### src/rtl/bus_master_port.sv
`default_nettype none
// ============================================================================
// Module      : bus_master_port
// Description : Master-side serial port for the system bus. Takes one parallel
//               read/write request, shifts the device address to the address
//               decoder, waits for ack, then shifts the slave memory address
//               and write data or collects serial read data.
// Revision    : 1.0 - initial release
// ============================================================================
module bus_master_port #(
  parameter int ADDR_WIDTH        = 16,
  parameter int DEVICE_ADDR_WIDTH = 4,
  parameter int DATA_WIDTH        = 8
) (
  input  logic                  clk,
  input  logic                  rstn,
  input  logic                  dvalid,
  input  logic                  dmode,
  input  logic [ADDR_WIDTH-1:0] daddr,
  input  logic [DATA_WIDTH-1:0] dwdata,
  output logic                  dready,
  output logic [DATA_WIDTH-1:0] drdata,
  output logic                  ddone,
  output logic                  mwdata,
  output logic                  mvalid,
  output logic                  mmode,
  input  logic                  ack,
  input  logic                  mrdata,
  input  logic                  svalid
);

  localparam int MEM_WIDTH = ADDR_WIDTH - DEVICE_ADDR_WIDTH;
  localparam int MAX_A     = (DEVICE_ADDR_WIDTH > MEM_WIDTH) ? DEVICE_ADDR_WIDTH : MEM_WIDTH;
  localparam int MAX_W     = (MAX_A > DATA_WIDTH) ? MAX_A : DATA_WIDTH;
  localparam int CNT_WIDTH = $clog2(MAX_W) + 1;

  localparam logic [CNT_WIDTH-1:0] DEV_LAST  = CNT_WIDTH'(DEVICE_ADDR_WIDTH - 1);
  localparam logic [CNT_WIDTH-1:0] MEM_LAST  = CNT_WIDTH'(MEM_WIDTH - 1);
  localparam logic [CNT_WIDTH-1:0] DATA_LAST = CNT_WIDTH'(DATA_WIDTH - 1);

  typedef enum logic [2:0] {
    S_IDLE  = 3'd0,
    S_DADDR = 3'd1,
    S_WACK  = 3'd2,
    S_SADDR = 3'd3,
    S_WDATA = 3'd4,
    S_RDATA = 3'd5,
    S_DONE  = 3'd6
  } state_t;

  state_t                 state, state_n;
  logic [CNT_WIDTH-1:0]   cnt, cnt_n;
  logic [ADDR_WIDTH-1:0]  addr_q, addr_n;
  logic [DATA_WIDTH-1:0]  wdata_q, wdata_n;
  logic [DATA_WIDTH-1:0]  rbuf, rbuf_n;
  logic                   mode_n;
  logic                   accept;

  logic                   dready_n;
  logic                   ddone_n;
  logic                   mvalid_n;
  logic                   mwdata_n;
  logic [DATA_WIDTH-1:0]  drdata_n;

  logic [DEVICE_ADDR_WIDTH-1:0] dev_bits;
  logic [MEM_WIDTH-1:0]         mem_bits;

  // FSM state and bit counter register
  always_ff @(posedge clk) begin
    if (!rstn) begin
      state <= S_IDLE;
      cnt   <= '0;
    end else begin
      state <= state_n;
      cnt   <= cnt_n;
    end
  end

  // Next-state, next-counter and next registered output values.
  // Outputs are derived from the *next* state so that they line up with the
  // state they describe (first device bit appears the cycle after accept).
  always_comb begin
    state_n  = state;
    cnt_n    = cnt;
    accept   = 1'b0;

    case (state)
      S_IDLE: begin
        if (dvalid) begin
          accept  = 1'b1;
          state_n = S_DADDR;
          cnt_n   = '0;
        end
      end
      S_DADDR: begin
        if (cnt == DEV_LAST) begin
          state_n = S_WACK;
          cnt_n   = '0;
        end else begin
          cnt_n = cnt + 1'b1;
        end
      end
      S_WACK: begin
        cnt_n = '0;
        if (ack) state_n = S_SADDR;
      end
      S_SADDR: begin
        if (cnt == MEM_LAST) begin
          state_n = mmode ? S_WDATA : S_RDATA;
          cnt_n   = '0;
        end else begin
          cnt_n = cnt + 1'b1;
        end
      end
      S_WDATA: begin
        if (cnt == DATA_LAST) begin
          state_n = S_DONE;
          cnt_n   = '0;
        end else begin
          cnt_n = cnt + 1'b1;
        end
      end
      S_RDATA: begin
        // only qualified read bits advance the counter
        if (svalid) begin
          if (cnt == DATA_LAST) begin
            state_n = S_DONE;
            cnt_n   = '0;
          end else begin
            cnt_n = cnt + 1'b1;
          end
        end
      end
      S_DONE: begin
        state_n = S_IDLE;
        cnt_n   = '0;
      end
      default: begin
        state_n = S_IDLE;
        cnt_n   = '0;
      end
    endcase

    // request capture bypass so the first device bit is available at accept
    addr_n  = accept ? daddr  : addr_q;
    wdata_n = accept ? dwdata : wdata_q;
    mode_n  = accept ? dmode  : mmode;

    dev_bits = addr_n[ADDR_WIDTH-1 -: DEVICE_ADDR_WIDTH];
    mem_bits = addr_n[MEM_WIDTH-1:0];

    rbuf_n = accept ? '0 : rbuf;
    if (state == S_RDATA && svalid)
      rbuf_n = rbuf | ({{(DATA_WIDTH-1){1'b0}}, mrdata} << cnt);

    mvalid_n = (state_n == S_DADDR) || (state_n == S_SADDR) ||
               (state_n == S_WDATA) || (state_n == S_RDATA);
    dready_n = (state_n == S_IDLE);
    ddone_n  = (state_n == S_DONE);

    case (state_n)
      S_DADDR: mwdata_n = |(dev_bits & (DEVICE_ADDR_WIDTH'(1) << cnt_n));
      S_SADDR: mwdata_n = |(mem_bits & (MEM_WIDTH'(1) << cnt_n));
      S_WDATA: mwdata_n = |(wdata_n  & (DATA_WIDTH'(1) << cnt_n));
      default: mwdata_n = 1'b0;
    endcase

    drdata_n = (state == S_RDATA && state_n == S_DONE) ? rbuf_n : drdata;
  end

  // Request holding registers and registered outputs
  always_ff @(posedge clk) begin
    if (!rstn) begin
      addr_q  <= '0;
      wdata_q <= '0;
      rbuf    <= '0;
      mmode   <= 1'b0;
      dready  <= 1'b1;
      ddone   <= 1'b0;
      mvalid  <= 1'b0;
      mwdata  <= 1'b0;
      drdata  <= '0;
    end else begin
      addr_q  <= addr_n;
      wdata_q <= wdata_n;
      rbuf    <= rbuf_n;
      mmode   <= mode_n;
      dready  <= dready_n;
      ddone   <= ddone_n;
      mvalid  <= mvalid_n;
      mwdata  <= mwdata_n;
      drdata  <= drdata_n;
    end
  end

endmodule
`default_nettype wire

### config.mk
export PLATFORM = sky130hd
export DESIGN_NAME = bus_master_port
export DESIGN_NICKNAME = d
export VERILOG_FILES = /design/src/rtl/bus_master_port.sv
export SDC_FILE = /design/constraint.sdc
export NUM_CORES = 1
export LEC_CHECK = 0
export CAP_MARGIN = 20
export CELL_PAD_IN_SITES_DETAIL_PLACEMENT = 1
export CELL_PAD_IN_SITES_GLOBAL_PLACEMENT = 1
export CORE_MARGIN = 2
export CORE_UTILIZATION = 42
export CTS_CLUSTER_DIAMETER = 100
export CTS_CLUSTER_SIZE = 24
export DETAILED_ROUTE_END_ITERATION = 8
export DONT_BUFFER_PORTS = 1
export PLACE_DENSITY_LB_ADDON = 0.1
export SLEW_MARGIN = 15
export SYNTH_ARGS = -nofsm -noshare
export SYNTH_HDL_FRONTEND = slang
export SYNTH_SLANG_ARGS = --single-unit
### constraint.sdc
create_clock -name clk -period 2.4 [get_ports clk]
set_clock_uncertainty 0.05 [all_clocks]
set_input_delay 0.24 -clock clk [delete_from_list [all_inputs] [get_ports clk]]
set_output_delay 0.24 -clock clk [all_outputs]
set_load 0.05 [all_outputs]
# After elaboration in Yosys (flattened, before gate mapping)
# Index checks and enable logic that the tools add are counted.
# word_totals
ff_bits	53
inputBits	31
output_inout_bits	13
word_cells	64
# op_classes
eq_ne	13
muxes	21
n_bitwise	4
addsub	1
n_reduce_logical	10
shifts	4
# ops
op	count
$mux W5	5
$pmux W5 S5	1
$mux W8	3
$mux W3	6
$pmux W3 S6	1
$mux W16	1
$eq A3 B3 Y1 const B	5
$and A12 B12 Y12	1
$reduce_or A12 Y1	1
$shl A1 B5 Y12 const A	1
$eq A3 B2 Y1 const B	3
$and A8 B8 Y8	1
$or A8 B8 Y8	1
$reduce_or A8 Y1	1
$shl A1 B5 Y8	1
$shl A1 B5 Y8 const A	1
$eq A3 B1 Y1 const B	2
$logic_not A3 Y1	2
$add A5 B1 Y5 const B	1
$eq A5 B2 Y1 const B	1
$eq A5 B3 Y1 const B	1
$eq A5 B4 Y1 const B	1
$shl A1 B5 Y4 const A	1
$and A4 B4 Y4	1
other kinds (5)	10

# Longest topological paths before layout
# logic_depth
depth_word	8
ltp_mapped	10
ltp_nobuf	9

# Least setup slack after synthesis
# No wires, ideal clock.
# synth_path
path_kind	reg-to-reg
start	register cnt[0]
end	register mwdata
setup_slack_ps	-79
arrival_ps	2371
setup_time_ps	59
required_ps	2291
period_less_slack_ps	2479
stages_incl_launch_ff	9
n_path_buf	0
cell_sequence	dfxtp_1 > ha_1 > or3b_4 > o21ai_4 > a21oi_2 > o32a_1 > or4b_1 > a211oi_2 > a31o_1
# synth_via
elab_chain_cells	8
word_cells_on_any_way	28
cone_classes	add/sub: 1; eq/ne: 6; shift: 3; mux: 12; bitwise: 3; reduce/logical: 3
# synth_rtl
element	line	rtl
start, declared	52	logic [CNT_WIDTH-1:0] cnt, cnt_n;
start signal, assigned	75	cnt <= cnt_n;
$add A5 B1 Y5 or $eq A5 B3 Y1 (tied branches)	n/a	
$mux W5	116, 126	
$mux W5	125	if (svalid) begin
$pmux W5 S5	87	case (state)
$shl A1 B5 Y12 (tied with other cells)	163	S_SADDR: mwdata_n = |(mem_bits & (MEM_WIDTH'(1) << cnt_n));
$and A12 B12 Y12 (tied with other cells)	163	
$reduce_or A12 Y1 (tied with other cells)	163	
$pmux W1 S3 *	161	case (state_n)
end signal, assigned	191	mwdata <= mwdata_n;
end, declared	24	output logic mwdata,
# Mark *: on every way between the ends. The rest lies on a longest branch, timed or not.
# A chain may end at the register's enable or synchronous reset.

# Worst setup path in the final report
# Same ends and word-level chain as after synthesis.

==> results.yml <==
clocking:
  htree_num_levels: 2
  cts_tree: "done"
  clock_path_buffers: 2
  cts-root-buf: "clkbuf_8"
  cts.sink_count: 53
  clk_latency_ps: 320
  cts_buffers: 5
  clk_pin_slew_worst_paths_ps: 110
setup_path:
  worstPathRequired_ps: 2620
  cp-end-kind: "flop"
  worstSetupStartpoint: "cnt[0]"
  r2r-end: "mwdata"
  r2r_slack_ps: -100
  criticalPathCategory: "flop to flop"
  ff2ff_path_depth: 9
  path_max_fanout: 4
  reg2reg_from: "cnt[0]"
  cp-start-kind: "flop"
  arrival_ps: 2720
power_and_ir_drop:
  power-per-cell-area_nw_per_um2: 560.9
  vdd_drop_max_mv: 0.3670
  total_power_mw: 1.873
  p_leak_nw: 1.286
yosys:
  synthTopCellsByArea: "dfxtp_1 (40%), mux2i_1 (8.3%), nand2_1 (7.9%), nor2_1 (4.8%), a21oi_1 (4.7%)"
  synthArstFlopShare_pct: 0
  avgSynthCellArea_sq_um: 8.624
  netlist.area_leader.share_pct: 39.94
  synth_top_area_cell: "dfxtp_1"
  synthFlopType: "dfxtp_1"
  yosysMostFrequentCell: "nand2_1"
  seq_area_frac_synth_pct: 39.94
  synth.net_count: 341
  synth_cell_types: 58
  synth_commonest_cells: "nand2_1 (56), dfxtp_1 (53), nor2_1 (34)"
  yosys_register_bits: 53
  synthCells: 308
  netlist_area_sq_um: 2656
  synth_warnings: 0
  synth_edf_count: 0
place:
  port_buffers: 0
  place_ws_ps: -234.0
  dpl.hpwl_mm: 5.513
  gp_congestion: 0.8228
detailed_routing:
  first_iter_violations: 76
  wl_met3_microns: 279
  routed_via_density: 5.528
  wl_met1_mm: 3.436
  wl_per_cell_microns: 17.83
  drc_errors: 0
  dr_wl_met2_mm: 3.836
  vias: 2377
  drtPass1Iterations: 4
  wl_mm: 7.666
  top_layer: "met4"
  postRouteAntennaNets: 0
die:
  initial_core_util_pct: 44.08
  core_area_sq_um: 6026
  fp.dieW_microns: 83.53
  ios: 44
  die_h_microns: 83.53
  num_rows: 28
  dieArea_sq_um: 6976
global_route:
  grt_overflow: 0
  track_usage_pct: 22.77
  grt_pass1_wl_mm: 12.87
  antenna_found_initial: 0
  grt_pass1_vias: 2536
  grt_max_degree: 30
sta:
  drv_slew: 0
  worst_slack_ps: -101.4
  worstMarginPinSlew_ps: 652.2
  fmax_mhz: 399.8
  period_share_pct: 104.2
  finalSetupViolations: 1
  hold_slack_ps: -0.2230
  rsz0062_at_grt: "true"
  final-hold-violation-count: 1
  relSlewSlack_pct: 56.47
  finalCriticalPeriod_ps: 2501
final_layout:
  multi_input_area_sq_um: 1540
  nets: 387
  drive_gt1_share_pct: 22.54
  area_growth_pct: 25.67
  diodes: 0
  final_util_pct: 55.40
  fill_cells: 723
  seq_area_sq_um: 1065
flow_run:
  max_cap_viol_count: 0
status:
  violations: "negative hold slack, negative setup slack"
  status: "complete, but fails checks"
worst_hold_path:
  min_path_cells: 2
  min_from: "dwdata[2]"
  holdPathEnd: "wdata_q[2]"
  min_path_type: "input pin to flop"
## logic make-up after synthesis
family                   Yosys count  synth area share, %
AO/OA/AOI/OAI                     74                20.35
AND/OR/NAND/NOR                  127                24.26
buffers and inverters             26                4.428
flip-flops                        53                39.94
multiplexers                      24                9.138
adder cells (fa/ha/maj)            2               0.9419
XOR/XNOR                           2               0.9423
## worst max-delay path by stage
stage                        end  slack (ps)
after floorplan           mwdata          10
after global placement    mwdata        -120
after detailed placement  mwdata        -230
after CTS                 mwdata        -130
after global routing      mwdata        -160
final                     mwdata        -100
## final cells by class
type,count,area share (%)
flip-flops and latches,53,31.90
repair buffers,58,15.63
multi-input cells,230,46.14
well taps,75,2.811
inverters,6,0.6747
clock buffers,5,2.061
clock inverters,3,0.7871
## repair_timing
item	4_1_cts	5_1_grt
endpoints found under the hold margin	10	0
hold buffers	10	0
setup buffers	5	0
endpoints found under the setup margin	1	1
gates resized for setup	3	6
pin swaps	7	8
cloned	1	0
## power by group
part / total, mW / leakage (nW) / switching, mW / internal [mW]
clock: 0.548 / 0.0423 / 0.335 / 0.213
sequential: 0.951 / 0.433 / 0.0361 / 0.915
combinational: 0.374 / 0.811 / 0.190 / 0.183
## worst max-delay path: stages (launching register included)
cell	delay [ps]
dfxtp_2	370
ha_4	130
or3b_4	410
o21ai_4	170
buf_4	140
a21oi_2	60
o32a_1	340
or4b_4	500
a211oi_2	150
a31o_1	130
## flip-flops by register name, summed over array words and instances (netlist names)
name and cells:
mmode 1, cnt 5, wdata_q 8, mwdata 1, ddone 1, state 3, drdata 8, rbuf 8
dready 1, addr_q 16, mvalid 1
## metrics by stage
| step | instance area (sq um) | cells | setup TNS (ps) |
|---|---|---|---|
| 6_report | 3338 | 430 | -101.4 |
| 5_1_grt | 3338 | 430 | -157.6 |
| 4_1_cts | 3316 | 431 | -134.2 |
| 3_5_place_dp | 3024 | 407 | -234.0 |
| 3_3_place_gp | 3024 | 407 | -124.6 |
| 2_1_floorplan | 2661 | 308 | 0 |
## cell usage in the layout, fill, tap and decap left out, drive strengths merged, types with 3 or more instances in the layout
master	instances
buf	48
dlygate4sd3	10
nor4bb	3
nor2b	3
mux2i	22
clkbuf	5
inv	7
a32oi	5
nor4	3
o211ai	4
nor3	4
a21oi	26
nand3	4
a31oi	3
a311oi	3
a211oi	11
nor2	34
dfxtp	53
and3	3
o21ai	6
nand2b	3
nand2	56
a22oi	8
## metal layers
metal / GRT usage, % / vias to the layer above
li1: - / 1189
met1: 28.50 / 1128
met2: 40.84 / 49
met3: 3.660 / 11
met4: 5.718 / 0
met5: 0 / -
No activity file was read; power rests on OpenSTA's default activity.
